[src/rtl/quadrature_decoder_pkg.sv]
// Shared types and helpers for the quadrature decoder.
// Gray-order phase states, direction constants and transition classifier.
package quad_pkg;

   typedef enum logic [1:0] {
      Q_00 = 2'b00,
      Q_10 = 2'b10,
      Q_11 = 2'b11,
      Q_01 = 2'b01
   } quad_state_t;

   localparam logic DIR_UP = 1'b1;
   localparam logic DIR_DN = 1'b0;

   typedef struct packed {
      logic legal;
      logic up;
   } quad_dir_t;

   // legal = exactly one phase changed; up = next follows prev in UP order
   function automatic quad_dir_t quad_dir(
      input logic [1:0] prev,
      input logic [1:0] next
   );
      quad_dir_t  r;
      logic [1:0] fwd;
      unique case (prev)
         Q_00:    fwd = Q_10;
         Q_10:    fwd = Q_11;
         Q_11:    fwd = Q_01;
         default: fwd = Q_00;
      endcase
      r.legal = ^(prev ^ next);
      r.up    = (next == fwd) ? DIR_UP : DIR_DN;
      return r;
   endfunction

endpackage

[src/rtl/quadrature_decoder_if.sv]
// Encoder pins, clear strobe and decoded outputs.
// master drives pins/clear, slave is the decoder.
interface quadrature_decoder_if #(
   parameter int WIDTH = 8
);

   logic             enc_a;
   logic             enc_b;
   logic             clear;
   logic [WIDTH-1:0] pos_count;
   logic             step;
   logic             dir;
   logic             err;

   modport master (
      output enc_a,
      output enc_b,
      output clear,
      input  pos_count,
      input  step,
      input  dir,
      input  err
   );

   modport slave (
      input  enc_a,
      input  enc_b,
      input  clear,
      output pos_count,
      output step,
      output dir,
      output err
   );

endinterface

[src/rtl/quad_input_filter.sv]
// Synchroniser plus stability filter for the 2-bit A/B bus.
// accept is combinational and coincides with the edge that loads filt.
module quad_input_filter #(
   parameter int SYNC_STAGES   = 2,
   parameter int FILTER_CYCLES = 4
) (
   input  logic       clk,
   input  logic       reset,
   input  logic [1:0] raw,
   input  logic       loaded,
   output logic [1:0] filt,
   output logic [1:0] value,
   output logic       accept
);

   localparam int CW =
      (FILTER_CYCLES > 1) ? $clog2(FILTER_CYCLES) : 1;

   logic [SYNC_STAGES-1:0][1:0] sync;
   logic [1:0]                  s;
   logic [1:0]                  s_d1;
   logic [CW-1:0]               cnt;
   logic                        stable;
   logic                        pending;

   assign s      = sync[SYNC_STAGES-1];
   assign value  = s;
   assign stable = (s == s_d1);

   // before the first load any stable value must be taken
   assign pending = (s != filt) || !loaded;

   assign accept = stable && pending &&
                   (cnt == CW'(FILTER_CYCLES - 1));

   always_ff @(posedge clk or posedge reset) begin
      if (reset) begin
         sync <= '0;
      end else begin
         sync <= {sync[SYNC_STAGES-2:0], raw};
      end
   end

   always_ff @(posedge clk or posedge reset) begin
      if (reset) begin
         s_d1 <= '0;
         filt <= '0;
         cnt  <= '0;
      end else begin
         s_d1 <= s;
         if (!stable) begin
            cnt <= '0;
         end else if (accept) begin
            filt <= s;
            cnt  <= '0;
         end else if (pending) begin
            cnt <= cnt + 1'b1;
         end
      end
   end

endmodule

[src/rtl/quadrature_decoder.sv]
// Quadrature A/B decoder: filtered x4 step/dir events and
// a wrapping position counter with synchronous clear.
module quadrature_decoder
   import quad_pkg::*;
#(
   parameter int WIDTH         = 8,
   parameter int SYNC_STAGES   = 2,
   parameter int FILTER_CYCLES = 4
) (
   input logic                clk,
   input logic                reset,
   quadrature_decoder_if.slave bus
);

   logic [1:0]       filt;
   logic [1:0]       value;
   logic             accept;
   logic             valid;
   logic             step_d;
   logic             err_d;
   logic [WIDTH-1:0] count;
   logic             step_q;
   logic             dir_q;
   logic             err_q;
   quad_dir_t        qd;

   quad_input_filter #(
      .SYNC_STAGES   (SYNC_STAGES),
      .FILTER_CYCLES (FILTER_CYCLES)
   ) u_filter (
      .clk    (clk),
      .reset  (reset),
      .raw    ({bus.enc_a, bus.enc_b}),
      .loaded (valid),
      .filt   (filt),
      .value  (value),
      .accept (accept)
   );

   assign qd = quad_dir(filt, value);

   // the first accepted value only seeds filt, no event
   always_comb begin
      step_d = 1'b0;
      err_d  = 1'b0;
      if (accept && valid) begin
         if (qd.legal) begin
            step_d = 1'b1;
         end else begin
            err_d = 1'b1;
         end
      end
   end

   always_ff @(posedge clk or posedge reset) begin
      if (reset) begin
         valid  <= 1'b0;
         count  <= '0;
         step_q <= 1'b0;
         dir_q  <= DIR_DN;
         err_q  <= 1'b0;
      end else begin
         step_q <= step_d;
         err_q  <= err_d;
         if (accept) begin
            valid <= 1'b1;
         end
         if (step_d) begin
            dir_q <= qd.up;
         end
         if (bus.clear) begin
            count <= '0;
         end else if (step_d) begin
            count <= qd.up ? count + 1'b1 : count - 1'b1;
         end
      end
   end

   assign bus.pos_count = count;
   assign bus.step      = step_q;
   assign bus.dir       = dir_q;
   assign bus.err       = err_q;

endmodule

[src/flat_wrapper.sv]
// flat-port wrapper written by rule: the top's interface ports become plain ports
module quadrature_decoder_flat import quad_pkg::*;
#(
   parameter int WIDTH         = 8,
   parameter int SYNC_STAGES   = 2,
   parameter int FILTER_CYCLES = 4
)
  (clk, reset, bus_enc_a, bus_enc_b, bus_clear, bus_pos_count, bus_step, bus_dir, bus_err);
  quadrature_decoder_if #(.WIDTH(WIDTH)) bus_i ();
  input logic clk;
  input logic reset;
  input wire logic [$bits(bus_i.enc_a)-1:0] bus_enc_a;
  input wire logic [$bits(bus_i.enc_b)-1:0] bus_enc_b;
  input wire logic [$bits(bus_i.clear)-1:0] bus_clear;
  output wire logic [$bits(bus_i.pos_count)-1:0] bus_pos_count;
  output wire logic [$bits(bus_i.step)-1:0] bus_step;
  output wire logic [$bits(bus_i.dir)-1:0] bus_dir;
  output wire logic [$bits(bus_i.err)-1:0] bus_err;
  assign bus_i.enc_a = bus_enc_a;
  assign bus_i.enc_b = bus_enc_b;
  assign bus_i.clear = bus_clear;
  assign bus_pos_count = bus_i.pos_count;
  assign bus_step = bus_i.step;
  assign bus_dir = bus_i.dir;
  assign bus_err = bus_i.err;
  quadrature_decoder #(.WIDTH(WIDTH), .SYNC_STAGES(SYNC_STAGES), .FILTER_CYCLES(FILTER_CYCLES)) u_core (.clk(clk), .reset(reset), .bus(bus_i));
endmodule
[config.mk]
export PLATFORM = sky130hd
export DESIGN_NAME = quadrature_decoder_flat
export DESIGN_NICKNAME = d
export VERILOG_FILES = /design/src/rtl/quadrature_decoder_pkg.sv /design/src/rtl/quadrature_decoder_if.sv /design/src/rtl/quad_input_filter.sv /design/src/rtl/quadrature_decoder.sv /design/src/flat_wrapper.sv
export SDC_FILE = /design/constraint.sdc
export NUM_CORES = 1
export LEC_CHECK = 0
export ABC_AREA = 0
export BUFFER_PORTS_ARGS = -buffer_cell sky130_fd_sc_hd__buf_2
export CAP_MARGIN = 10
export CORE_ASPECT_RATIO = 2
export CORE_MARGIN = 1
export CORE_UTILIZATION = 26
export DETAILED_ROUTE_END_ITERATION = 8
export PLACE_DENSITY_LB_ADDON = 0.2
export RECOVER_POWER = 50
export SLEW_MARGIN = 20
export SYNTH_ARGS = -nofsm -noshare
export SYNTH_HDL_FRONTEND = slang
export SYNTH_SLANG_ARGS = --single-unit
export TNS_END_PERCENT = 10
[constraint.sdc]
create_clock -name clk -period 3.8 [get_ports clk]
set_input_delay 0.19 -clock clk [delete_from_list [all_inputs] [get_ports clk]]
set_output_delay 0.19 -clock clk [all_outputs]
set_load 0.005 [all_outputs]
==> metrics.md, run 1 <==
| Metric | Value |
|---|---|
| Max cap viols | `0` |
| Synth unique cells | `34` |
| Max Freq | `roughly 0.40 GHz` |
| Status | `finished, final reports clean` |
| Max-slew headroom at the worst pin | `between 40% and 50%` |
| CP Class | `reg2reg` |
| Clock share of power | `about 34%` |
| Worst EP required | `around 4000 ps` |
| Power per Cell Area | `between 300 and 400 nW/um^2` |
| Ant. Diodes | `0` |
| Clk slew on worst S/H paths | `~90 ps` |
| Core Box Area | `roughly 4300 um^2` |
| Mapped cell area | `1160 um^2` |
| Critical path's top delay family | `compound AO/OA/AOI/OAI gates` |
| First drt pass iteration count | `4` |
| Count of input and output buffers | `15` |
| Setup crit end kind | `flop` |
| Finish-stage setup viols | `0` |
| Number of remaining DRC errors | `0` |
| Total net switching power | `0.134 mW` |
| Crit-path cells | `xor2_1, nand2_1, inv_1, fa_1, nor2b_1, o31a_1, o21ai_0, a2111oi_2, a311o_1` |
| Maximum VDD drop | `around 0.17 mV` |
| Via count | `856` |
| CP Data Arrival Time | `around 2700 ps` |
| Site Rows | `34` |
| Wire per inst | `~13 um` |
| Sw Share | `a little over a quarter` |
| Fillers | `around 470` |
| Vias in the first global route | `roughly 860` |
| Most frequent cells in the layout | `22 x dfrtp_1, 15 x buf_2, 12 x nand2_1` |
| EDFF count, synth | `0` |
| Initial Util | `about 27%` |
| Share of layout cells above drive strength 1 | `a little under a fifth` |
| CP Launch Type | `flop` |
| DRT iter0 DRCs | `15` |
| Tot GR Track Use | `about 11%` |
| Die ar. | `between 4000 and 5000 um^2` |
| Largest net degree at the start of global routing | `23` |
| Ys async rst share | `between 90% and 100%` |
| Syn Area/Cell | `about 11 um^2` |
| Mapped Cells | `110` |
| Worst Slack Setup Final | `about 1300 ps` |
| Post-synthesis register bit count | `22` |
| CP peak stage delay | `around 440 ps` |
| Leak pwr | `approximately 0.65 nW` |
| Final hold violations | `0` |
| I/O Pins | `16` |
| Unrepaired setup endpoints after global routing | `false` |
| NumNets Final | `142` |
| CTS tree | `done` |
| Die Ht | `between 90 and 100 um` |
| First-pass GRT wire length | `approximately 3900 um` |
| Via/cell ratio | `roughly 4.7` |
| HP Class | `in2reg` |
| TNS Setup | `0 ps` |
| Internal power | `0.370 mW` |
| Buffers & Inverters on Critical Path | `1` |
| Slew Viols, Final | `0` |
| Primary FF master, synth | `dfrtp_1` |
| Worst r2r src | `u_core.u_filter.value[1]$_DFF_PP0_` |
| Hold path start | `bus_enc_b` |
| Die width | `49.2 um` |
| H-tree depth | `1` |
| ANT nets after route | `0` |
| Sequential area share after synthesis | `a little under half` |
| Initial antenna violation count | `0` |
| Clk Latency, worst-skew pair | `about 260 ps` |
| Multi-input gate area | `between 500 and 600 um^2` |
| Layout area overhead | `15.8%` |
| Post-CTS setup buffers | `0` |
| Beginning of the critical path | `u_core.u_filter.value[1]$_DFF_PP0_` |
| CTS Buf Count | `3` |
| YS warnings | `0` |
| Worst setup slack after placement | `1330 ps` |
| Detailed placer's ending HPWL | `1820 um` |
| Post-Syn Nets | `roughly 120` |
| Placer Congestion | `0.808` |
| Sequential Area | `551 um^2` |
| Max Root-Sink Buffers | `2` |
| Least-Margin Pin Slew | `~880 ps` |
| Fin crit period | `2470 ps` |
| Clock root cell | `clkbuf_8` |
| Part of the power in registers | `between 50 and 60%` |
| Fin crit share | `about two thirds` |
| Clk_skew | `around 6.9 ps` |
| Worst Path Max Fanout | `8` |
| Post-CTS Resized | `0` |
| Commonest non-fill, non-tap cell in the layout | `dfrtp_1` |
| Total congestion overflow | `0` |
| Hold-fix buffers, CTS | `0` |
| Total clock sinks | `22` |
| Comb pwr share | `between 15 and 20%` |
| Total Wirelength | `roughly 2400 um` |
| Crit path max-delay cell type | `dfrtp_1` |
[registers in the layout, indices dropped and copies added (netlist names)]
name / count
u_core.valid: 1
u_core.bus.step: 1
u_core.bus.dir: 1
u_core.u_filter.sync: 2
u_core.u_filter.value: 2
u_core.u_filter.s_d1: 2
u_core.u_filter.filt: 2
u_core.u_filter.cnt: 2
u_core.bus.pos_count: 8
u_core.bus.err: 1
[cell families (layout without fill, tap and decap cells)]
group | after synthesis | in the layout | synth area share, %
buf+inv | 8 | 25 | 3.46
xor+xnor | 7 | 7 | 5.29
simple gates | 40 | 40 | 17.8
flops | 22 | 22 | 47.5
fa+ha+maj | 9 | 9 | 10.4
mux | 5 | 5 | 4.64
compound gates | 19 | 19 | 10.9
[final cells by class]
cell class,instances,share of cell area [%]
sequential,22,41.0
clock buffer,4,4.10
inverter,6,1.87
multi-input combinational,80,42.4
tap,54,5.04
timing repair buffer,15,5.60
[metal layers]
metal  up-vias  GRT usage (%)  wire length (um)
met5         -              0                 0
met4         0           5.88                48
met3         4           2.03                53
met2        13           21.9              1380
met1       420           10.7               878
li1        419              -                 -
[synth_stat cells (2+ instances only)]
cell | count | area (um^2)
nand2_1 | 12 | 45.0
a211oi_1 | 2 | 15.0
nor2_1 | 8 | 30.0
ha_1 | 8 | 100
xnor2_1 | 3 | 26.3
nor2b_1 | 3 | 18.8
o21ai_0 | 2 | 10.0
a31oi_1 | 2 | 12.5
a21oi_1 | 8 | 40.0
inv_1 | 5 | 18.8
nor3b_1 | 3 | 22.5
dfrtp_1 | 22 | 551
mux2_1 | 3 | 33.8
nand3_1 | 5 | 25.0
xor2_1 | 4 | 35.0
mux2i_1 | 2 | 20.0
[final timing paths]
| kind | to | slack [ps] | cells past startpoint |
|---|---|---|---|
| max | u_core.bus.pos_count[6]$_DFFE_PP0P_ | 1330 | 9 |
| min | u_core.u_filter.sync[0]$_DFF_PP0_ | 20 | 1 |
| max reg2reg | u_core.bus.pos_count[6]$_DFFE_PP0P_ | 1330 | 9 |
| min reg2reg | u_core.u_filter.value[0]$_DFF_PP0_ | 350 | 0 |
| max in group asynchronous | u_core.bus.step$_DFF_PP0_ | 3160 | 2 |
| min in group asynchronous | u_core.bus.pos_count[3]$_DFFE_PP0P_ | 100 | 2 |
[power groups by stage]
stage | Clock, mW | Combinational, mW | Sequential [mW]
3_5_place_dp | 0 | 0.0787 | 0.260
2_1_floorplan | 0 | 0.0617 | 0.257
4_1_cts | 0.176 | 0.0793 | 0.255
6_report | 0.172 | 0.0772 | 0.255
3_3_place_gp | 0 | 0.0772 | 0.259
5_1_grt | 0.184 | 0.0893 | 0.256
[stage by stage]
step / util (%) / std cells / hold slack [ps] / area (um^2) / power [mW]
after floorplan: - / 110 / 179 / 1160 / 0.319
after global placement: 29.9 / 177 / 300 / 1290 / 0.336
after detailed placement: 29.9 / 177 / 299 / 1290 / 0.338
after CTS: 31.2 / 181 / 21.9 / 1340 / 0.511
after global routing: 31.2 / 181 / 16.9 / 1340 / 0.530
final: 31.2 / 181 / 24.0 / 1340 / 0.504
(Power assumes the default switching activity.)
==> run 2: changes to the inputs <==
==> constraint.sdc (replaced) <==
create_clock -name clk -period 2.2 [get_ports clk]
set_input_delay 0.11 -clock clk [delete_from_list [all_inputs] [get_ports clk]]
set_output_delay 0.11 -clock clk [all_outputs]
set_load 0.005 [all_outputs]
==> run 2 against run 1 <==
  * Hold slack got worse by 14 ps
  * Power increased by 92%
  * Sequential power increased by 72%
  * Critical path depth unchanged
  * Utilization increased by 5.9 points
  * Die area unchanged
  * Clock power increased by 76%
  * Maximum frequency increased by 13%
  * First-iteration DRC count decreased by 20%
  * Register-to-register slack got worse by 1300 ps
==> metrics.md, run 2 (same netlist as run 1, synthesis figures left out) <==
| Metric | Value |
|---|---|
| Die Ht | `just under 100 um` |
| Worst r2r src | `u_core.u_filter.value[1]$_DFF_PP0_` |
| Clk_skew | `7.45 ps` |
| Largest net degree at the start of global routing | `23` |
| Share of layout cells above drive strength 1 | `between 30 and 40%` |
| Max FFs per register | `8` |
| HP Class | `in2async` |
| Total clock sinks | `22` |
| Reg2Reg Depth | `9` |
| Max cap viols | `0` |
| NumNets Final | `approximately 170` |
| Site Rows | `34` |
| ANT nets after route | `0` |
| CTS tree | `done` |
| Core Box Area | `around 4300 um^2` |
| Worst EP required | `around 2400 ps` |
| TNS Setup | `0 ps` |
| RR Endpoint | `u_core.bus.pos_count[7]$_DFFE_PP0P_` |
| Via count | `~970` |
| Least-Margin Pin Slew | `866 ps` |
| CP Launch Type | `flop` |
| Layout area overhead | `37.8%` |
| Clock share of power | `a little under a third` |
| Leak pwr | `0.773 nW` |
| Clock root cell | `clkbuf_8` |
| Worst Path Max Fanout | `8` |
| Most frequent cells in the layout | `22 x dfrtp_1, 19 x buf_4, 15 x buf_2` |
| Comb pwr share | `about a quarter` |
| Fin crit period | `2200 ps` |
| Die ar. | `4740 um^2` |
| Part of the power in registers | `between 40 and 50%` |
| Total Wirelength | `between 2000 and 3000 um` |
| CP Data Arrival Time | `~2400 ps` |
| Finish-stage setup viols | `0` |
| Max Root-Sink Buffers | `2` |
| First drt pass iteration count | `6` |
| Maximum VDD drop | `0.342 mV` |
| Detailed placer's ending HPWL | `2090 um` |
| Fillers | `roughly 450` |
| Number of remaining DRC errors | `0` |
| Max-slew headroom at the worst pin | `between 40% and 50%` |
| Slew Viols, Final | `0` |
| Setup crit end kind | `flop` |
| Vias in the first global route | `1,056` |
| I/O Pins | `16` |
| Total net switching power | `around 0.26 mW` |
| Total congestion overflow | `0` |
| Initial Util | `a little over a quarter` |
| DRT iter0 DRCs | `12` |
| Clk slew on worst S/H paths | `90 ps` |
| Max Freq | `between 0.4 and 0.5 GHz` |
| Commonest non-fill, non-tap cell in the layout | `dfrtp_1` |
| Sequential Area | `around 550 um^2` |
| Final hold violations | `0` |
| Status | `finished, final reports clean` |
| CP Class | `reg2reg` |
| Die width | `about 49 um` |
| First-pass GRT wire length | `4650 um` |
| Ant. Diodes | `0` |
| Count of input and output buffers | `15` |
| Clk Latency, worst-skew pair | `270 ps` |
| Via/cell ratio | `about 4.7` |
| CTS Buf Count | `3` |
| Placer Congestion | `around 0.78` |
| Power per Cell Area | `roughly 610 nW/um^2` |
| Initial antenna violation count | `0` |
| Fin crit share | `roughly 100%` |
| Sw Share | `a little over a quarter` |
| R2R setup slack | `~2.3 ps` |
| Wire per inst | `13.4 um` |
| Final Power | `roughly 0.97 mW` |
| Multi-input gate area | `around 640 um^2` |
| Internal power | `approximately 0.70 mW` |
| Unrepaired setup endpoints after global routing | `true` |
| H-tree depth | `1` |
| Tot GR Track Use | `between 10% and 20%` |
run 2: worst max-delay path by stage:
stage                                        startpoint                                  end  slack [ps]  cells after the start
detailed placement  u_core.u_filter.filt[0]$_DFFE_PP0P_  u_core.bus.pos_count[6]$_DFFE_PP0P_        -190                      9
finish               u_core.u_filter.value[1]$_DFF_PP0_  u_core.bus.pos_count[7]$_DFFE_PP0P_           2                      9
floorplan            u_core.u_filter.value[1]$_DFF_PP0_  u_core.bus.pos_count[6]$_DFFE_PP0P_           6                      9
global placement    u_core.u_filter.filt[0]$_DFFE_PP0P_  u_core.bus.pos_count[6]$_DFFE_PP0P_        -160                      9
CTS                  u_core.u_filter.value[0]$_DFF_PP0_  u_core.bus.pos_count[7]$_DFFE_PP0P_         -30                      8
global route         u_core.u_filter.value[1]$_DFF_PP0_  u_core.bus.pos_count[6]$_DFFE_PP0P_        -100                      9
run 2: metrics by stage:
step | hold WS (ps) | util [%] | instances | area [um^2] | setup WS (ps)
after floorplan | 99.2 | - | 110 | 1160 | 5.78
after global placement | 218 | 32.7 | 193 | 1410 | -159
after detailed placement | 219 | 32.7 | 193 | 1410 | -191
after CTS | 51.4 | 35.6 | 202 | 1530 | -32.0
after global routing | 67.0 | 37.2 | 204 | 1600 | -103
final | 10.3 | 37.2 | 204 | 1600 | 2.26
run 2: layer usage:
layer | vias to the layer above | share of wire [%] | global-route usage (%)
li1 | 465 | - | -
met1 | 481 | 35 | 11.5
met2 | 15 | 62 | 27.9
met3 | 4 | 1.2 | 1.88
met4 | 0 | 1.7 | 6.62
met5 | - | 0 | 0
run 2: timing repair:
action / 4_1_cts / 5_1_grt
resized for setup: 7 / 8
endpoints found under the setup margin: 3 / 5
buffers inserted: 3 / 2
hold buffers: 2 / 0
pin swaps: 2 / 4
hold endpoints to repair: 2 / 0
cloned: 0 / 0
run 2: area by class of cell:
type,instances,area share (%)
tap,54,4.23
clock buffer,4,3.45
multi-input combinational,80,40.0
timing repair buffer,38,16.3
sequential,22,34.5
inverter,6,1.57
run 2: power groups by stage:
stage / combinational, mW / clock [mW] / sequential, mW
3_3_place_gp: 0.178 / 0 / 0.443
3_5_place_dp: 0.184 / 0 / 0.445
6_report: 0.226 / 0.302 / 0.438
4_1_cts: 0.201 / 0.311 / 0.437
2_1_floorplan: 0.107 / 0 / 0.445
5_1_grt: 0.252 / 0.324 / 0.440
run 2: critical path, cell delays in order (launching register included):
cell	delay, ps
dfrtp_1	400
xor2_1	180
nand2_2	190
buf_6	180
ha_4	270
nand4_1	70
a21oi_1	120
and3b_1	200
mux2i_1	170
mux2_1	330
==> run 3: changes to the inputs <==
--- a/config.mk
+++ b/config.mk
@@ -8,12 +8,12 @@
 export ABC_AREA = 0
 export BUFFER_PORTS_ARGS = -buffer_cell sky130_fd_sc_hd__buf_2
 export CAP_MARGIN = 10
-export CORE_ASPECT_RATIO = 2
 export CORE_MARGIN = 1
 export CORE_UTILIZATION = 26
 export DETAILED_ROUTE_END_ITERATION = 8
 export PLACE_DENSITY_LB_ADDON = 0.2
 export RECOVER_POWER = 50
+export SKIP_LAST_GASP = 1
 export SLEW_MARGIN = 20
 export SYNTH_ARGS = -nofsm -noshare
 export SYNTH_HDL_FRONTEND = slang
==> run 3 against run 2 <==
  * The flow now finishes with violations (setup timing)
  * Clock power rose by 29%
  * Setup slack got worse by 110 ps
  * Sequential power hardly changed
  * Cell count fell by 3.4%
  * Sequential share of layout area shrank 0.35 points
  * Flip-flop and latch count unchanged
  * Clock skew down 4.7 ps
  * Hold slack got worse by 8.8 ps
  * Critical endpoint unchanged
==> metrics.md, run 3 (same netlist as run 1, synthesis figures left out) <==
| Metric | Value |
|---|---|
| Status | `finished with violations` |
| Failing checks | `setup timing` |
| Layout area overhead | `39.2%` |
| Leak pwr | `around 0.76 nW` |
| Max Freq | `0.433 GHz` |
| Power per Cell Area | `665 nW/um^2` |
| Initial antenna violation count | `0` |
| Number of remaining DRC errors | `0` |
| Total congestion overflow | `0` |
| Die ar. | `between 4000 and 5000 um^2` |
| DRT iter0 DRCs | `20` |
| CP Launch Type | `flop` |
| Max FFs per register | `8` |
| NumNets Final | `162` |
| Fillers | `approximately 430` |
| Share of layout cells above drive strength 1 | `between 30% and 40%` |
| Clk_skew | `approximately 2.7 ps` |
| Die Ht | `~69 um` |
| Setup crit end kind | `flop` |
| Least-Margin Pin Slew | `a little under 900 ps` |
| Fin crit period | `between 2000 and 2500 ps` |
| Ant. Diodes | `0` |
| Total net switching power | `approximately 0.27 mW` |
| Total clock sinks | `22` |
| Max cap viols | `0` |
| Tot GR Track Use | `12.1%` |
| Clk slew on worst S/H paths | `90 ps` |
| Worst EP required | `2360 ps` |
| Part of the power in registers | `approximately 41%` |
| Core Box Area | `between 4000 and 5000 um^2` |
| Unrepaired setup endpoints after global routing | `true` |
| R2R setup slack | `-110 ps` |
| CTS Buf Count | `3` |
| Die width | `a little under 70 um` |
| TNS Setup | `-161 ps` |
| Initial Util | `28.0%` |
| Largest net degree at the start of global routing | `23` |
| CP Class | `reg2reg` |
| Internal power | `around 0.80 mW` |
| Max Root-Sink Buffers | `2` |
| Sw Share | `between 20% and 30%` |
| Via/cell ratio | `~4.6` |
| First drt pass iteration count | `4` |
| Via count | `between 900 and 1k` |
| Slew Viols, Final | `0` |
| Placer Congestion | `about 0.78` |
| CP Data Arrival Time | `roughly 2500 ps` |
| Fin crit share | `105%` |
| Clock share of power | `a little over a third` |
| Final Power | `~1.1 mW` |
| Comb pwr share | `a little under a quarter` |
| Clk Latency, worst-skew pair | `approximately 270 ps` |
| Most frequent cells in the layout | `22 x dfrtp_1, 15 x buf_2, 14 x buf_4` |
| CTS tree | `done` |
| HP Class | `in2async` |
| Worst Path Max Fanout | `6` |
| Maximum VDD drop | `around 0.29 mV` |
| Commonest non-fill, non-tap cell in the layout | `dfrtp_1` |
| Max-slew headroom at the worst pin | `a little over two fifths` |
| Total Wirelength | `approximately 2600 um` |
| Site Rows | `23` |
| ANT nets after route | `0` |
| Worst Slack Setup Final | `-109 ps` |
| First-pass GRT wire length | `approximately 4000 um` |
| Final hold violations | `0` |
| Clock root cell | `clkbuf_8` |
| H-tree depth | `1` |
| Vias in the first global route | `roughly 870` |
| Finish-stage setup viols | `3` |
| Count of input and output buffers | `15` |
| Wire per inst | `~13 um` |
| Detailed placer's ending HPWL | `between 1500 and 2000 um` |
| I/O Pins | `16` |
run 3: timing repair:
item | 4_1_cts | 5_1_grt
endpoints found under the hold margin | 2 | 0
endpoints found under the setup margin | 2 | 5
setup buffers | 0 | 1
pin swaps | 1 | 5
gates resized for setup | 6 | 10
gates cloned | 0 | 0
hold buffers | 2 | 0
run 3: path summary, 6_finish.rpt:
kind,from,to,depth (start not counted)
worst max-delay path,u_core.u_filter.value[0]$_DFF_PP0_,u_core.bus.pos_count[7]$_DFFE_PP0P_,9
worst min-delay path,reset,u_core.u_filter.sync[1]$_DFF_PP0_,2
worst max register to register,u_core.u_filter.value[0]$_DFF_PP0_,u_core.bus.pos_count[7]$_DFFE_PP0P_,9
worst min register to register,u_core.u_filter.sync[0]$_DFF_PP0_,u_core.u_filter.value[0]$_DFF_PP0_,0
max in group asynchronous,reset,u_core.bus.pos_count[4]$_DFFE_PP0P_,2
min in group clk,bus_clear,u_core.bus.pos_count[3]$_DFFE_PP0P_,2
run 3: per-stage QoR:
| step | instance area (um^2) | hold WS [ps] | setup slack, ps | instances | utilization, % |
|---|---|---|---|---|---|
| after floorplan | 1160 | 99.2 | 5.78 | 110 | - |
| after global placement | 1410 | 220 | -122 | 190 | 34.0 |
| after detailed placement | 1410 | 219 | -145 | 190 | 34.0 |
| after CTS | 1540 | 41.3 | -70.7 | 196 | 37.1 |
| after global routing | 1610 | 94.1 | -244 | 197 | 38.9 |
| final | 1610 | 1.52 | -109 | 197 | 38.9 |
run 3: worst max-delay path: stages (launching register included):
cell and delay [ps]:
dfrtp_1 420, xnor2_2 200, nand2_2 160, buf_4 180, ha_4 270, nand4_1 120
a21oi_2 120, and3b_1 200, mux2i_1 180, mux2_1 340
run 3: power groups by stage:
stage / clock, mW / sequential [mW] / combinational, mW
2_1_floorplan: 0 / 0.445 / 0.107
3_3_place_gp: 0 / 0.445 / 0.185
3_5_place_dp: 0 / 0.445 / 0.189
4_1_cts: 0.398 / 0.438 / 0.207
5_1_grt: 0.412 / 0.440 / 0.267
6_report: 0.391 / 0.438 / 0.243
run 3: metal layers:
metal  vias to the layer above  wire length [um]  GRT usage (%)
met1                       444              1150           16.4
met4                         0                57           6.12
met3                         5                64           1.97
li1                        455                 -              -
met2                        11              1290           18.5
met5                         -                 0              0
run 3: final cells by class:
cell class	instances	area, um^2	share of cell area (%)
Multi-Input combinational cell	80	666	41.3
Timing Repair Buffer	35	238	14.7
Clock inverter	1	30.0	1.86
Sequential cell	22	551	34.1
Inverter	6	25.0	1.55
Tap cell	50	62.6	3.88
Clock buffer	3	41.3	2.56
